$ cat config.mk
export PLATFORM = sky130hd
export DESIGN_NAME = hdp_reg_sequencer
export DESIGN_NICKNAME = d
export VERILOG_FILES = /design/src/rtl/hdp_reg_sequencer.sv
export SDC_FILE = /design/constraint.sdc
export NUM_CORES = 1
export LEC_CHECK = 0
export CAP_MARGIN = 20
export CELL_PAD_IN_SITES_DETAIL_PLACEMENT = 1
export CELL_PAD_IN_SITES_GLOBAL_PLACEMENT = 2
export CORE_AREA = 5 5 72 139
export CTS_BUF_LIST = sky130_fd_sc_hd__clkbuf_16
export DETAILED_ROUTE_END_ITERATION = 8
export DIE_AREA = 0 0 77 144
export GPL_ROUTABILITY_DRIVEN = 0
export HOLD_SLACK_MARGIN = 0.1
export PLACE_DENSITY = 0.77
export SYNTH_ARGS = -nofsm -noshare
export SYNTH_HDL_FRONTEND = slang
export SYNTH_SLANG_ARGS = --single-unit
$ cat constraint.sdc
create_clock -name i_clock -period 2.4 [get_ports i_clock]
set_input_delay 0.48 -clock i_clock [delete_from_list [all_inputs] [get_ports i_clock]]
set_output_delay 0.48 -clock i_clock [all_outputs]
set_load 0.005 [all_outputs]
$ cat src/rtl/hdp_reg_sequencer.sv
// Register-table sequencer feeding the HDP-1280-2 SPI master: one 16-bit write per table entry.
// Define HDP_SEQ_READBACK_EN to add a read-back and compare after every write.
module hdp_reg_sequencer #(
  parameter int unsigned NUM_REGS       = 16,
  parameter int unsigned TIMEOUT_CYCLES = 8192,
  parameter int unsigned GAP_CYCLES     = 16,
  // Derived from NUM_REGS; not meant to be overridden.
  parameter int unsigned IDX_W          = (NUM_REGS > 1) ? $clog2(NUM_REGS) : 1
) (
  input  logic             i_clock,
  input  logic             i_reset_n,
  input  logic             i_start,
  input  logic [IDX_W:0]   i_num_entries,
  output logic [IDX_W-1:0] o_tbl_index,
  input  logic [6:0]       i_tbl_addr,
  input  logic [7:0]       i_tbl_data,
  output logic             o_spi_start,
  output logic [7:0]       o_spi_tx_upper,
  output logic [7:0]       o_spi_tx_lower,
  input  logic             i_spi_complete,
  input  logic [7:0]       i_spi_rx_lower,
  output logic             o_busy,
  output logic             o_done,
  output logic             o_error,
  output logic [IDX_W-1:0] o_err_index,
  output logic [1:0]       o_err_code
);

  localparam int unsigned CntMax = (TIMEOUT_CYCLES > GAP_CYCLES) ? TIMEOUT_CYCLES : GAP_CYCLES;
  localparam int unsigned CNT_W  = (CntMax > 2) ? $clog2(CntMax) : 1;

  localparam logic [CNT_W-1:0] TimeoutLast = CNT_W'(TIMEOUT_CYCLES - 1);
  localparam logic [CNT_W-1:0] GapLast     = CNT_W'(GAP_CYCLES - 1);
  localparam logic [CNT_W-1:0] CntOne      = CNT_W'(1);
  localparam logic [IDX_W:0]   NumRegsCnt  = (IDX_W + 1)'(NUM_REGS);
  localparam logic [IDX_W:0]   IdxOne      = (IDX_W + 1)'(1);
  localparam logic [1:0]       ErrTimeout  = 2'b01;
`ifdef HDP_SEQ_READBACK_EN
  localparam logic [1:0]       ErrReadback = 2'b10;

  typedef enum logic [3:0] {
    StIdle, StFetch, StLatch, StStart, StWait, StGap, StDone, StError, StRbStart, StRbWait
  } state_e;
`else
  typedef enum logic [2:0] {
    StIdle, StFetch, StLatch, StStart, StWait, StGap, StDone, StError
  } state_e;
`endif

  state_e           state_q, state_d;
  logic [IDX_W:0]   idx_q, idx_d;
  logic [IDX_W:0]   count_q, count_d;
  logic [IDX_W:0]   idx_inc;
  logic [CNT_W-1:0] cnt_q, cnt_d;
  logic [7:0]       tx_upper_q, tx_upper_d;
  logic [7:0]       tx_lower_q, tx_lower_d;
  logic             spi_start_q, spi_start_d;
  logic             done_q, done_d;
  logic             error_q, error_d;
  logic [IDX_W-1:0] err_index_q, err_index_d;
  logic [1:0]       err_code_q, err_code_d;
`ifdef HDP_SEQ_READBACK_EN
  logic [7:0]       wr_data_q, wr_data_d;
  // Set once the write of the current entry is through; the next GAP then advances.
  logic             rb_phase_q, rb_phase_d;
`else
  logic             unused_rx;
  assign unused_rx = ^i_spi_rx_lower;
`endif

  assign idx_inc = idx_q + IdxOne;

  always_comb begin
    state_d     = state_q;
    idx_d       = idx_q;
    count_d     = count_q;
    cnt_d       = cnt_q;
    tx_upper_d  = tx_upper_q;
    tx_lower_d  = tx_lower_q;
    spi_start_d = 1'b0;
    done_d      = 1'b0;
    error_d     = error_q;
    err_index_d = err_index_q;
    err_code_d  = err_code_q;
`ifdef HDP_SEQ_READBACK_EN
    wr_data_d   = wr_data_q;
    rb_phase_d  = rb_phase_q;
`endif

    unique case (state_q)
      StIdle: begin
        if (i_start) begin
          count_d     = (i_num_entries > NumRegsCnt) ? NumRegsCnt : i_num_entries;
          idx_d       = '0;
          cnt_d       = '0;
          error_d     = 1'b0;
          err_code_d  = 2'b00;
          err_index_d = '0;
`ifdef HDP_SEQ_READBACK_EN
          rb_phase_d  = 1'b0;
`endif
          state_d     = (i_num_entries == '0) ? StDone : StFetch;
        end
      end
      StFetch: state_d = StLatch;
      StLatch: begin
        tx_upper_d = {1'b0, i_tbl_addr};
        tx_lower_d = i_tbl_data;
`ifdef HDP_SEQ_READBACK_EN
        wr_data_d  = i_tbl_data;
`endif
        state_d    = StStart;
      end
      StStart: begin
        spi_start_d = 1'b1;
        cnt_d       = '0;
        state_d     = StWait;
      end
      StWait: begin
        if (i_spi_complete) begin
          cnt_d   = '0;
          state_d = StGap;
        end else if (cnt_q == TimeoutLast) begin
          error_d     = 1'b1;
          err_code_d  = ErrTimeout;
          err_index_d = idx_q[IDX_W-1:0];
          state_d     = StError;
        end else begin
          cnt_d = cnt_q + CntOne;
        end
      end
      StGap: begin
        if (cnt_q == GapLast) begin
          cnt_d = '0;
`ifdef HDP_SEQ_READBACK_EN
          if (!rb_phase_q) begin
            state_d = StRbStart;
          end else begin
            rb_phase_d = 1'b0;
            idx_d      = idx_inc;
            state_d    = (idx_inc == count_q) ? StDone : StFetch;
          end
`else
          idx_d   = idx_inc;
          state_d = (idx_inc == count_q) ? StDone : StFetch;
`endif
        end else begin
          cnt_d = cnt_q + CntOne;
        end
      end
`ifdef HDP_SEQ_READBACK_EN
      StRbStart: begin
        tx_upper_d  = {1'b1, tx_upper_q[6:0]};
        tx_lower_d  = 8'h00;
        spi_start_d = 1'b1;
        rb_phase_d  = 1'b1;
        cnt_d       = '0;
        state_d     = StRbWait;
      end
      StRbWait: begin
        if (i_spi_complete) begin
          cnt_d = '0;
          if (i_spi_rx_lower != wr_data_q) begin
            error_d     = 1'b1;
            err_code_d  = ErrReadback;
            err_index_d = idx_q[IDX_W-1:0];
            state_d     = StError;
          end else begin
            state_d = StGap;
          end
        end else if (cnt_q == TimeoutLast) begin
          error_d     = 1'b1;
          err_code_d  = ErrTimeout;
          err_index_d = idx_q[IDX_W-1:0];
          state_d     = StError;
        end else begin
          cnt_d = cnt_q + CntOne;
        end
      end
`endif
      StDone: begin
        done_d  = 1'b1;
        state_d = StIdle;
      end
      StError: state_d = StIdle;
      default: state_d = StIdle;
    endcase
  end

  always_ff @(posedge i_clock) begin
    if (!i_reset_n) begin
      state_q     <= StIdle;
      idx_q       <= '0;
      count_q     <= '0;
      cnt_q       <= '0;
      tx_upper_q  <= '0;
      tx_lower_q  <= '0;
      spi_start_q <= 1'b0;
      done_q      <= 1'b0;
      error_q     <= 1'b0;
      err_index_q <= '0;
      err_code_q  <= '0;
`ifdef HDP_SEQ_READBACK_EN
      wr_data_q   <= '0;
      rb_phase_q  <= 1'b0;
`endif
    end else begin
      state_q     <= state_d;
      idx_q       <= idx_d;
      count_q     <= count_d;
      cnt_q       <= cnt_d;
      tx_upper_q  <= tx_upper_d;
      tx_lower_q  <= tx_lower_d;
      spi_start_q <= spi_start_d;
      done_q      <= done_d;
      error_q     <= error_d;
      err_index_q <= err_index_d;
      err_code_q  <= err_code_d;
`ifdef HDP_SEQ_READBACK_EN
      wr_data_q   <= wr_data_d;
      rb_phase_q  <= rb_phase_d;
`endif
    end
  end

  assign o_tbl_index    = idx_q[IDX_W-1:0];
  assign o_spi_start    = spi_start_q;
  assign o_spi_tx_upper = tx_upper_q;
  assign o_spi_tx_lower = tx_lower_q;
  assign o_busy         = (state_q != StIdle) && (state_q != StDone) && (state_q != StError);
  assign o_done         = done_q;
  assign o_error        = error_q;
  assign o_err_index    = err_index_q;
  assign o_err_code     = err_code_q;

endmodule

### Word-level counts from Yosys, hierarchy flattened

Cells that the tools add are included.
Widths: inputs -> output; s select.

| cells by class | value |
|---|---|
| $add $sub $neg | 2 |
| multipliers | 0 |
| div/mod/pow operators | 0 |
| order comparisons | 1 |
| equal/unequal tests | 18 |
| shift operators | 0 |
| mux-type cells | 30 |
| bitwise operators | 0 |
| reductions and logical operators | 14 |

Operator list:

| cell | count |
|---|---|
| $mux 13 | 4 |
| $pmux 13 s4 | 1 |
| $pmux 3 s7 | 1 |
| $mux 3 | 6 |
| $mux 5 | 3 |
| $add 13x1->13 const B | 1 |
| $eq 13x13->1 const B | 1 |
| $eq 13x4->1 const B | 1 |
| $eq 3x3->1 const B | 4 |
| $mux 4 | 3 |
| $ne 3x3->1 const B | 4 |
| $pmux 5 s2 | 1 |
| $reduce_and 3->1 | 3 |
| $ne 2x2->1 const B | 4 |
| $pmux 4 s2 | 1 |
| $eq 3x2->1 const B | 2 |
| $mux 2 | 3 |
| $add 5x1->5 const B | 1 |
| $eq 5x5->1 | 1 |
| $gt 5x5->1 const B | 1 |
| $logic_not 5->1 | 1 |
| $mux 1 | 5 |
| $pmux 2 s2 | 1 |
| $reduce_and 4->1 | 1 |
| 9 further kinds | 11 |

| word-level totals | value |
|---|---|
| register bits after elaboration | 50 |
| bits in latches | 0 |
| memory bits (writable) | 0 |
| ROM bits | 0 |
| memories | 0 |

### Logic depth before layout (Yosys ltp)

Gate-level depths: netlist (run 1).

| depth | value |
|---|---|
| depth in word-level cells | 5 |
| mapped depth | 8 |
| gate-level depth less buffers | 6 |

### Least setup slack after synthesis (run 1)

OpenSTA, ideal clock, no wires.

| path | value |
|---|---|
| path kind | input port to flip-flop |
| start point | input i_spi_complete |
| end point | register cnt_q[0] |
| library setup time | 0.133 ns |
| arrival time | 1.949 ns |
| data required time | 2.267 ns |
| slack | 0.318 ns |
| cell stages on the path | 7 |
| path buffers | 2 |
| cells stage by stage | or4b_4 > nor4_4 > a21o_2 > buf_6 > buf_8 > xor2_1 > nor2_1 |

| on the way | value |
|---|---|
| cells in the longest elaborated chain, start to end | 2 |

RTL lines:

| what | line | source |
|---|---|---|
| start, declared | 20 | `input logic i_spi_complete,` |
| $mux 13 / $ne 3x3->1 (equally long branches) | - |  |
| $pmux 13 s4 / $reduce_and 3->1 (equally long branches) | - |  |
| end signal, assigned | 211 | `cnt_q <= cnt_d;` |
| end, declared | 54 | `logic [CNT_W-1:0] cnt_q, cnt_d;` |

Several ways; a longest one is shown, not always the timed one.
A chain may end at the register's enable or synchronous reset.

### Final worst setup path (run 1)

| path | value |
|---|---|
| start point | register state_q[1] |
| end point | output o_busy |

| on the way | value |
|---|---|
| cells in the longest elaborated chain, start to end | 3 |

RTL lines:

| what | line | source |
|---|---|---|
| start, declared | 50 | `state_e state_q, state_d;` |
| start signal, assigned | 192 | `state_q <= StIdle;` |
| start signal, assigned | 208 | `state_q <= state_d;` |
| $ne 3x3->1 / $reduce_bool 3->1 (equally long branches) | 230 | `assign o_busy = (state_q != StIdle) && (state_q != StDone) && (state_q != StError);` |
| $logic_and 1x1->1 | 230 |  |
| $logic_and 1x1->1 * | 230 |  |
| end, declared | 22 | `output logic o_busy,` |

Every way passes the cells marked *; elsewhere a longest branch is shown, timed or not.

==> metrics.txt, run 1 <==
# TYPE chip_impl_metric gauge
chip_impl_metric{name="worstPathArrival",unit="ns"} 1.75
chip_impl_info{name="min-delay-path-class",value="register to register"} 1
chip_impl_metric{name="cts_made_buffers",unit=""} 5
chip_impl_info{name="worstSetupEndpoint",value="o_busy"} 1
chip_impl_metric{name="clock_path_buffers",unit=""} 2
chip_impl_metric{name="synthesis.yosys.warnings",unit=""} 0
chip_impl_info{name="cp_top_family",value="buffers and inverters"} 1
chip_impl_metric{name="timing_hold_violations_final",unit=""} 0
chip_impl_metric{name="yosys.area_share.xor_xnor",unit="%"} 2.56
chip_impl_info{name="tritoncts",value="done"} 1
chip_impl_metric{name="dieArea",unit="mm2"} 0.0111
chip_impl_metric{name="design.final.nets",unit=""} 377
chip_impl_metric{name="worst-path-max-fanout",unit=""} 12
chip_impl_metric{name="setup_clock_skew_after_layout",unit="ns"} 0.00555
chip_impl_metric{name="vias_after_detailed_routing",unit=""} 2250
chip_impl_metric{name="cp_num_cells",unit=""} 4
chip_impl_metric{name="power.density_cell_area",unit="mW/mm2"} 787
chip_impl_metric{name="compound_gate_portion_of_the_synthesized_area",unit="%"} 21.5
chip_impl_metric{name="dr.first_iter.drc_count",unit=""} 60
chip_impl_metric{name="detail_route.drc_violations",unit=""} 0
chip_impl_metric{name="routedWlPerCell",unit="um"} 16.5
chip_impl_metric{name="synthAdderAreaFrac",unit="%"} 1.04
chip_impl_metric{name="syn_area",unit="mm2"} 0.00240
chip_impl_metric{name="total_power",unit="mW"} 2.50
chip_impl_metric{name="initial_core_utilization",unit="%"} 27.0
chip_impl_info{name="cp_cell_sequence",value="nor3_1, buf_4, a21oi_1, clkdlybuf4s50_1"} 1
chip_impl_metric{name="critPathMaxStageDelay",unit="ns"} 0.57
chip_impl_metric{name="cts_resized",unit=""} 0
chip_impl_info{name="rsz0062_at_grt",value="no"} 1
chip_impl_metric{name="clkSinkCount",unit=""} 48
chip_impl_metric{name="timing.final.crit_period",unit="ns"} 2.23
chip_impl_metric{name="io-pin-count",unit=""} 62
chip_impl_metric{name="worst_ep_required_time",unit="ns"} 1.92
chip_impl_info{name="critical_path.endpoint_type",value="output port"} 1
chip_impl_metric{name="postCtsHoldBufs",unit=""} 0
chip_impl_metric{name="worst_skew_pair.late_latency",unit="ns"} 0.29
chip_impl_metric{name="ys_seq_elements",unit=""} 48
chip_impl_metric{name="grt_max_degree",unit=""} 24
chip_impl_metric{name="grt_pass1_vias",unit=""} 2427
chip_impl_info{name="reg2reg_from",value="state_q[1]"} 1
chip_impl_metric{name="synth.yosys.seq_area_share",unit="%"} 40.1
chip_impl_metric{name="synth_enable_flop_cells",unit=""} 0
chip_impl_info{name="cts_root_buffer",value="sky130_fd_sc_hd__clkbuf_16"} 1
chip_impl_info{name="ys.flop_type",value="sky130_fd_sc_hd__dfxtp_1"} 1
chip_impl_metric{name="grt_util_all_layers",unit="%"} 13.5
chip_impl_info{name="crit_path_top_delay_cell",value="sky130_fd_sc_hd__dfxtp_1"} 1
chip_impl_metric{name="layout.area.seq",unit="um2"} 961
chip_impl_metric{name="max_slew.worst_pin.slew",unit="ns"} 0.597
chip_impl_metric{name="setup_total_negative_slack",unit="ns"} 0
chip_impl_info{name="startpoint",value="state_q[1]"} 1
chip_impl_info{name="path_class",value="register to output port"} 1
chip_impl_metric{name="layout.core_utilization",unit="%"} 35.7
chip_impl_metric{name="place.detailed.instances",unit=""} 438
chip_impl_metric{name="grt_first_pass_wirelength",unit="um"} 12000
chip_impl_metric{name="number_of_antenna_violations_at_the_first_check_in_global_routing",unit=""} 0
chip_impl_metric{name="asyncSetResetFlopFracSynth",unit="%"} 0
chip_impl_info{name="synth.top_cells.by_area",value="sky130_fd_sc_hd__dfxtp_1 (40%), sky130_fd_sc_hd__a21boi_0 (8.1%), sky130_fd_sc_hd__nand2_1 (7.8%)"} 1
chip_impl_metric{name="area_growth",unit="%"} 32.3
chip_impl_metric{name="setup_viol",unit=""} 0
chip_impl_metric{name="netlist_instances",unit=""} 291
chip_impl_metric{name="r2r_setup_slack",unit="ns"} 0.30
chip_impl_metric{name="route.detailed.vias_per_inst",unit=""} 5.06
chip_impl_metric{name="clk_pin_slew",unit="ns"} 0.06
chip_impl_metric{name="dp_hpwl",unit="um"} 5810
chip_impl_metric{name="fp.dieH",unit="um"} 144
chip_impl_metric{name="peak_supply_drop",unit="uV"} 386
chip_impl_metric{name="cts.repair_timing.setup_buffer_count",unit=""} 0
chip_impl_metric{name="number_of_standard_cells_in_the_layout_taps_in_and_fillers_out",unit=""} 445
chip_impl_metric{name="cts-htree-levels",unit=""} 2
chip_impl_info{name="synthDominantAreaCellType",value="sky130_fd_sc_hd__dfxtp_1"} 1
chip_impl_info{name="synth_top_family_by_area",value="simple AND/OR/NAND/NOR gates"} 1
chip_impl_metric{name="p_leak",unit="nW"} 1.06
chip_impl_info{name="status",value="finished clean"} 1
chip_impl_metric{name="post_synth_num_cell_types",unit=""} 47
chip_impl_metric{name="layout-drive-gt1-share",unit="%"} 8.75
chip_impl_metric{name="layout_worst_path_cycle_share",unit="%"} 92.8
chip_impl_info{name="critical_path.startpoint_type",value="register"} 1
chip_impl_info{name="post-synth-top-count-cell",value="sky130_fd_sc_hd__nand2_1"} 1
chip_impl_metric{name="die_width",unit="um"} 77
chip_impl_info{name="reg2reg_to",value="cnt_q[9]"} 1
chip_impl_metric{name="num_rows",unit=""} 49
chip_impl_metric{name="buffers_and_inverters_on_the_worst_path",unit=""} 2
chip_impl_metric{name="slew_headroom",unit="%"} 59.5
chip_impl_metric{name="synth_top_cell_area_share",unit="%"} 40.1
chip_impl_metric{name="maxCapViolations",unit=""} 0
chip_impl_metric{name="portBuffers",unit=""} 51
chip_impl_metric{name="avgSynthCellArea",unit="um2"} 8.24
chip_impl_metric{name="drtPass1Iterations",unit=""} 4
chip_impl_metric{name="multiplexer_share_of_the_synthesized_area",unit="%"} 0
chip_impl_metric{name="r2r_cells",unit=""} 6
chip_impl_metric{name="wirelength",unit="um"} 7350
chip_impl_metric{name="whs",unit="ns"} 0.464
chip_impl_metric{name="core_region_area",unit="mm2"} 0.00889
chip_impl_metric{name="num-fill-cells",unit=""} 1057
chip_impl_metric{name="multi_input_gate_area_in_the_final_layout",unit="mm2"} 0.00130
chip_impl_metric{name="overflow",unit=""} 0
chip_impl_metric{name="achievable-frequency",unit="GHz"} 0.449
chip_impl_metric{name="antenna-diode-count",unit=""} 0
chip_impl_info{name="synth.cells.most_frequent",value="sky130_fd_sc_hd__nand2_1 (50), sky130_fd_sc_hd__dfxtp_1 (48), sky130_fd_sc_hd__a21boi_0 (26)"} 1
chip_impl_metric{name="post_synth_and_or_nand_nor_area_fraction",unit="%"} 28.9
chip_impl_metric{name="final_antenna_net_count",unit=""} 0
chip_impl_metric{name="final_max_slew_viol_count",unit=""} 0
[worst min-delay path, cell delays in order (launching register included)]
cell and delay, ns:
sky130_fd_sc_hd__dfxtp_1 0.31, sky130_fd_sc_hd__nand2_1 0.05, sky130_fd_sc_hd__a21boi_0 0.06
[routing by layer]
| metal | vias to the layer above | global-route usage [%] | part of all wire [%] |
|---|---|---|---|
| met3 | 11 | 3.43 | 5.3 |
| met4 | 0 | 6.07 | 2.2 |
| li1 | 1122 | - | - |
| met1 | 1072 | 11.7 | 33 |
| met2 | 45 | 27.8 | 59 |
| met5 | - | 0 | 0 |
[sequential cells by signal, indices dropped and copies added (netlist names)]
register	count
o_spi_tx_upper	7
cnt_q	13
o_err_code	1
o_spi_tx_lower	8
state_q	3
idx_q	5
o_err_index	4
o_spi_start	1
o_done	1
count_q	5
[report_power, final]
group	total (mW)	internal, mW	switching (mW)
sequential	0.962	0.877	0.0849
clock	0.684	0.376	0.308
combinational	0.850	0.406	0.444
total	2.50	1.66	0.838
[layout by cell type, fill, tap and decap left out, types with 3 or more instances in the layout]
cell	Yosys	final
sky130_fd_sc_hd__a21oi_1	11	11
sky130_fd_sc_hd__o21ai_0	5	5
sky130_fd_sc_hd__buf_4	7	14
sky130_fd_sc_hd__xor2_1	3	3
sky130_fd_sc_hd__nor2b_1	8	8
sky130_fd_sc_hd__nand3b_1	5	5
sky130_fd_sc_hd__nand4_1	5	5
sky130_fd_sc_hd__and3_1	3	3
sky130_fd_sc_hd__a21oi_2	5	5
sky130_fd_sc_hd__nand2_1	50	50
sky130_fd_sc_hd__a21boi_0	26	26
sky130_fd_sc_hd__clkbuf_16	0	5
sky130_fd_sc_hd__inv_1	3	4
sky130_fd_sc_hd__nor2_1	12	12
sky130_fd_sc_hd__dfxtp_1	48	48
sky130_fd_sc_hd__xnor2_1	4	4
sky130_fd_sc_hd__o21ai_1	8	8
sky130_fd_sc_hd__or4_1	4	4
sky130_fd_sc_hd__nor3_1	10	10
sky130_fd_sc_hd__or3_1	7	7
sky130_fd_sc_hd__nand2b_1	3	3
sky130_fd_sc_hd__nand3_1	14	14
sky130_fd_sc_hd__clkdlybuf4s50_1	0	51
sky130_fd_sc_hd__o31ai_1	6	6
[per-stage QoR]
step / setup slack (ns) / cell area [um2]
final: 0.172 / 3170
after global routing: 0.0670 / 3170
after CTS: 0.166 / 3170
after detailed placement: -0.00476 / 3040
after global placement: 0.0206 / 3040
after floorplan: 0.318 / 2400
[layout make-up]
class / instances / share of cell area [%]
inverter: 3 / 0.355
tap: 102 / 4.03
clock inverter: 2 / 0.276
sequential: 48 / 30.3
multi-input combinational: 219 / 41.0
timing repair buffer: 66 / 20.0
clock buffer: 5 / 3.95
[how the worst min path moves through the flow]
stage / start / cells past startpoint / endpoint / slack (ns)
2_1_floorplan: count_q[1] / 2 / count_q[1] / 0.45
3_3_place_gp: o_spi_tx_lower[7] / 2 / o_spi_tx_lower[7] / 0.45
3_5_place_dp: o_spi_tx_lower[1] / 2 / o_spi_tx_lower[1] / 0.46
4_1_cts: o_spi_tx_lower[1] / 2 / o_spi_tx_lower[1] / 0.47
5_1_grt: o_spi_tx_lower[2] / 2 / o_spi_tx_lower[2] / 0.49
6_report: o_spi_tx_lower[1] / 2 / o_spi_tx_lower[1] / 0.46
[cells by family (layout without fill, tap and decap cells)]
kind of cell	count (synthesis)	after routing
buffers and inverters	25	76
adders and majority gates	2	2
and+or+nand+nor	133	133
AOI/OAI and AO/OA	75	75
xor gates and xnor gates	7	7
DFF	48	48
other	1	2
Power figures use the tool's default switching activity.
==> inputs of run 2 (changes only) <==
--- a/config.mk
+++ b/config.mk
@@ -18,3 +18,4 @@
 export SYNTH_ARGS = -nofsm -noshare
 export SYNTH_HDL_FRONTEND = slang
 export SYNTH_SLANG_ARGS = --single-unit
+export TNS_END_PERCENT = 100
==> results of run 2 <==
Same layout as run 1: the final DEF is identical, and so are final timing and power.
==> RTL edit: new RTL, config.mk and constraints of run 1 <==
Put a register stage on the outputs `o_tbl_index` and `o_busy`, cleared by the reset. The values now appear one clock later. The other outputs are not delayed to match.
--- a/src/rtl/hdp_reg_sequencer.sv
+++ b/src/rtl/hdp_reg_sequencer.sv
@@ -225,3 +225,2 @@
 
-  assign o_tbl_index    = idx_q[IDX_W-1:0];
   assign o_spi_start    = spi_start_q;
@@ -229,3 +228,11 @@
   assign o_spi_tx_lower = tx_lower_q;
-  assign o_busy         = (state_q != StIdle) && (state_q != StDone) && (state_q != StError);
+  always_ff @(posedge i_clock) begin
+    if (!i_reset_n) begin
+      o_tbl_index <= '0;
+      o_busy      <= '0;
+    end else begin
+      o_tbl_index <= idx_q[IDX_W-1:0];
+      o_busy      <= (state_q != StIdle) && (state_q != StDone) && (state_q != StError);
+    end
+  end
   assign o_done         = done_q;
Behaviour: not the same (a bounded check fails within 4 cycles, from zero or initial values and one cycle with i_reset_n low).
==> RTL edit against run 1 <==
Cell count grew 8.3%. Power barely moved. First-iteration DRC count rose by 78%. Synthesized area up 4.6%. Sequential cell count is 5 higher. Setup slack worse by 0.0077 ns. Via count rose by 12%. Final area rose by 7.3%. Routed wire length is 11% higher. Combinational power decreased by 12%. Largest power group unchanged. Highest routed layer unchanged.
==> RTL edit: results (changes against run 1) <==
** Placement
- The placement-stage worst setup slack is -0.1335 ns (-0.1287 ns).
- Detailed placer's ending HPWL :: 6502 um (+12%)

** Global routing
- The pin count of the biggest net entering global routing was 17 (-29%).
- Number of antenna violations at the first check in global routing :: 0 (unchanged)
- Overall track demand over capacity in global routing :: 0.1493 (+0.01424)
- Global-route wire length before repair :: 13260 um (+11%)
- The via count of the first global-routing pass was 2624 (+8.1%).

** Clocking
- Clock buffers created by TritonCTS :: 5 (unchanged)
- Buffers inserted during post-CTS setup optimization :: 0 (unchanged)
- Cell at the root of the clock tree :: sky130_fd_sc_hd__clkbuf_16
- The clock reaches the later pin of the worst-skew pair after around 0.3 ns.
- The post-cts resize count came to 0 (unchanged).
- The maximum buffer depth of the clock tree was 2 (unchanged).

** Timing
- Worst setup skew after layout :: 0.009470 ns (+0.003915 ns)
- Slew at the pin closest to its max-slew limit :: 0.5976 ns (+0.0002053 ns)

** Synth
- Leading post-synthesis cells by cell area :: sky130_fd_sc_hd__dfxtp_1 42%, sky130_fd_sc_hd__nand2_1 8.8%, sky130_fd_sc_hd__a21oi_1 6.4%
- The post-synthesis async set-or-reset flop share was 0 (unchanged).
- Sorting the synthesized cells by how often they occur yields 59 x sky130_fd_sc_hd__nand2_1, 53 x sky130_fd_sc_hd__dfxtp_1, 32 x sky130_fd_sc_hd__a21oi_1.
- Adder-cell area share of the yosys netlist :: 0.009975 (-0.0004634)
- Fraction of synthesized cell area in xor and xnor cells :: 0.02444 (-0.001135)
- The synthesis warning total came to 0 (unchanged).
- Proportion of synthesized chip area in sequential cells :: 0.4229 (+0.02211)
- The post-synthesis mux area share came to 0.003990 (+0.003990).
- Compound-Gate Fraction of Synth Area :: 0.1890 (-0.02548)
- Distinct cell type count after synthesis :: 49 (+4.3%)

** Pwr
- Max IR drop VDD :: 0.0003065 V (-21%)
- Leakage power :: 1.184 nW (+12%)

** Drt
- Via density :: 5.212 (+3.1%)
- DRT iter0 DRCs :: 107 (+78%)
- DRT Pass-1 Iters :: 3 (-1)
- Detail-routed net length per standard cell :: 16.89 um (+2.2%)

** Final layout
- The share of cells above drive strength 1 is 0.1026 (+0.01517).
- The number of antenna diodes came to 0 (unchanged).
- Largest register FFs :: 13 (unchanged)
- Register bank with the most flops :: cnt_q
- Number of nets at the end of the flow :: 413 (+9.5%)

** Worst setup path
- Delay of the slowest cell on the worst path :: 0.62 ns (+0.05 ns)
- The data arrival time of the critical path was 2.46 ns (+0.71 ns).
- Cell with the largest stage delay on the worst path :: sky130_fd_sc_hd__or4_4
- In this design, the largest share of critical-path delay is due to simple AND/OR/NAND/NOR gates.
- The largest fanout on the critical path came to 4 (-8).

** Outcome
- The run finished with clean final reports.
## RTL edit: cell types whose count changed in the layout (fill, tap and decap cells not counted), sizes merged, moves of 4 or more
cell	change
a21boi	-22
a21oi	+18
buf	+12
dfxtp	+5
nand2	+9
nor2	+6
nor2b	-4
## RTL edit: power breakdown
part           leakage, nW  total (mW)  switching (mW)  internal [mW]
Sequential           0.430        1.03          0.0607          0.966
Clock               0.0672       0.724           0.340          0.384
Combinational        0.687       0.744           0.395          0.348
## RTL edit: metal layers
layer / wire [um] / global-route usage / vias up
met5: 0 / 0 / -
met1: 2741 / 0.1279 / 1212
li1: - / - / 1242
met4: 206 / 0.06341 / 0
met3: 226 / 0.02057 / 11
met2: 4966 / 0.3241 / 47
## RTL edit: kinds of logic after synthesis
kind of cell | count (synthesis)
fa+ha+maj | 2
simple gates | 149
compound gates | 75
other cells | 1
mux | 1
buf+inv | 25
flops | 53
xor+xnor | 7
## RTL edit: worst min-delay path, delay by kind of cell, from the launching register on
| kind | cells | cell delay (ns) |
|---|---|---|
| flip-flops | 1 | 0.31 |
| AND/OR/NAND/NOR | 1 | 0.05 |
| AO/OA/AOI/OAI | 1 | 0.05 |
## RTL edit: final cells by class
cell class	count	area (um2)
fill	1097	5489
multi-input combinational	236	1336
sequential	53	1061
timing repair buffer	78	713.2
tap	102	127.6
clock buffer	5	125.1
clock inverter	3	18.77
inverter	5	18.77
## RTL edit: stage by stage
stage          setup TNS, ns  utilization  area (um2)  cells
2_1_floorplan              0            -        2512    314
3_3_place_gp         -0.6386       0.3664        3257    474
3_5_place_dp         -0.9668       0.3664        3257    474
4_1_cts                    0       0.3825        3401    482
5_1_grt                    0       0.3825        3401    482
6_report                   0       0.3825        3401    482
## RTL edit: path summary, 6_finish.rpt
kind	from	end	slack [ns]	cells past startpoint
worst max-delay path	i_spi_complete	cnt_q[1]	0.16	6
worst min-delay path	o_spi_tx_upper[5]	o_spi_tx_upper[5]	0.45	2
worst max register to register	state_q[1]	cnt_q[1]	0.33	5
worst min register to register	o_spi_tx_upper[5]	o_spi_tx_upper[5]	0.45	2
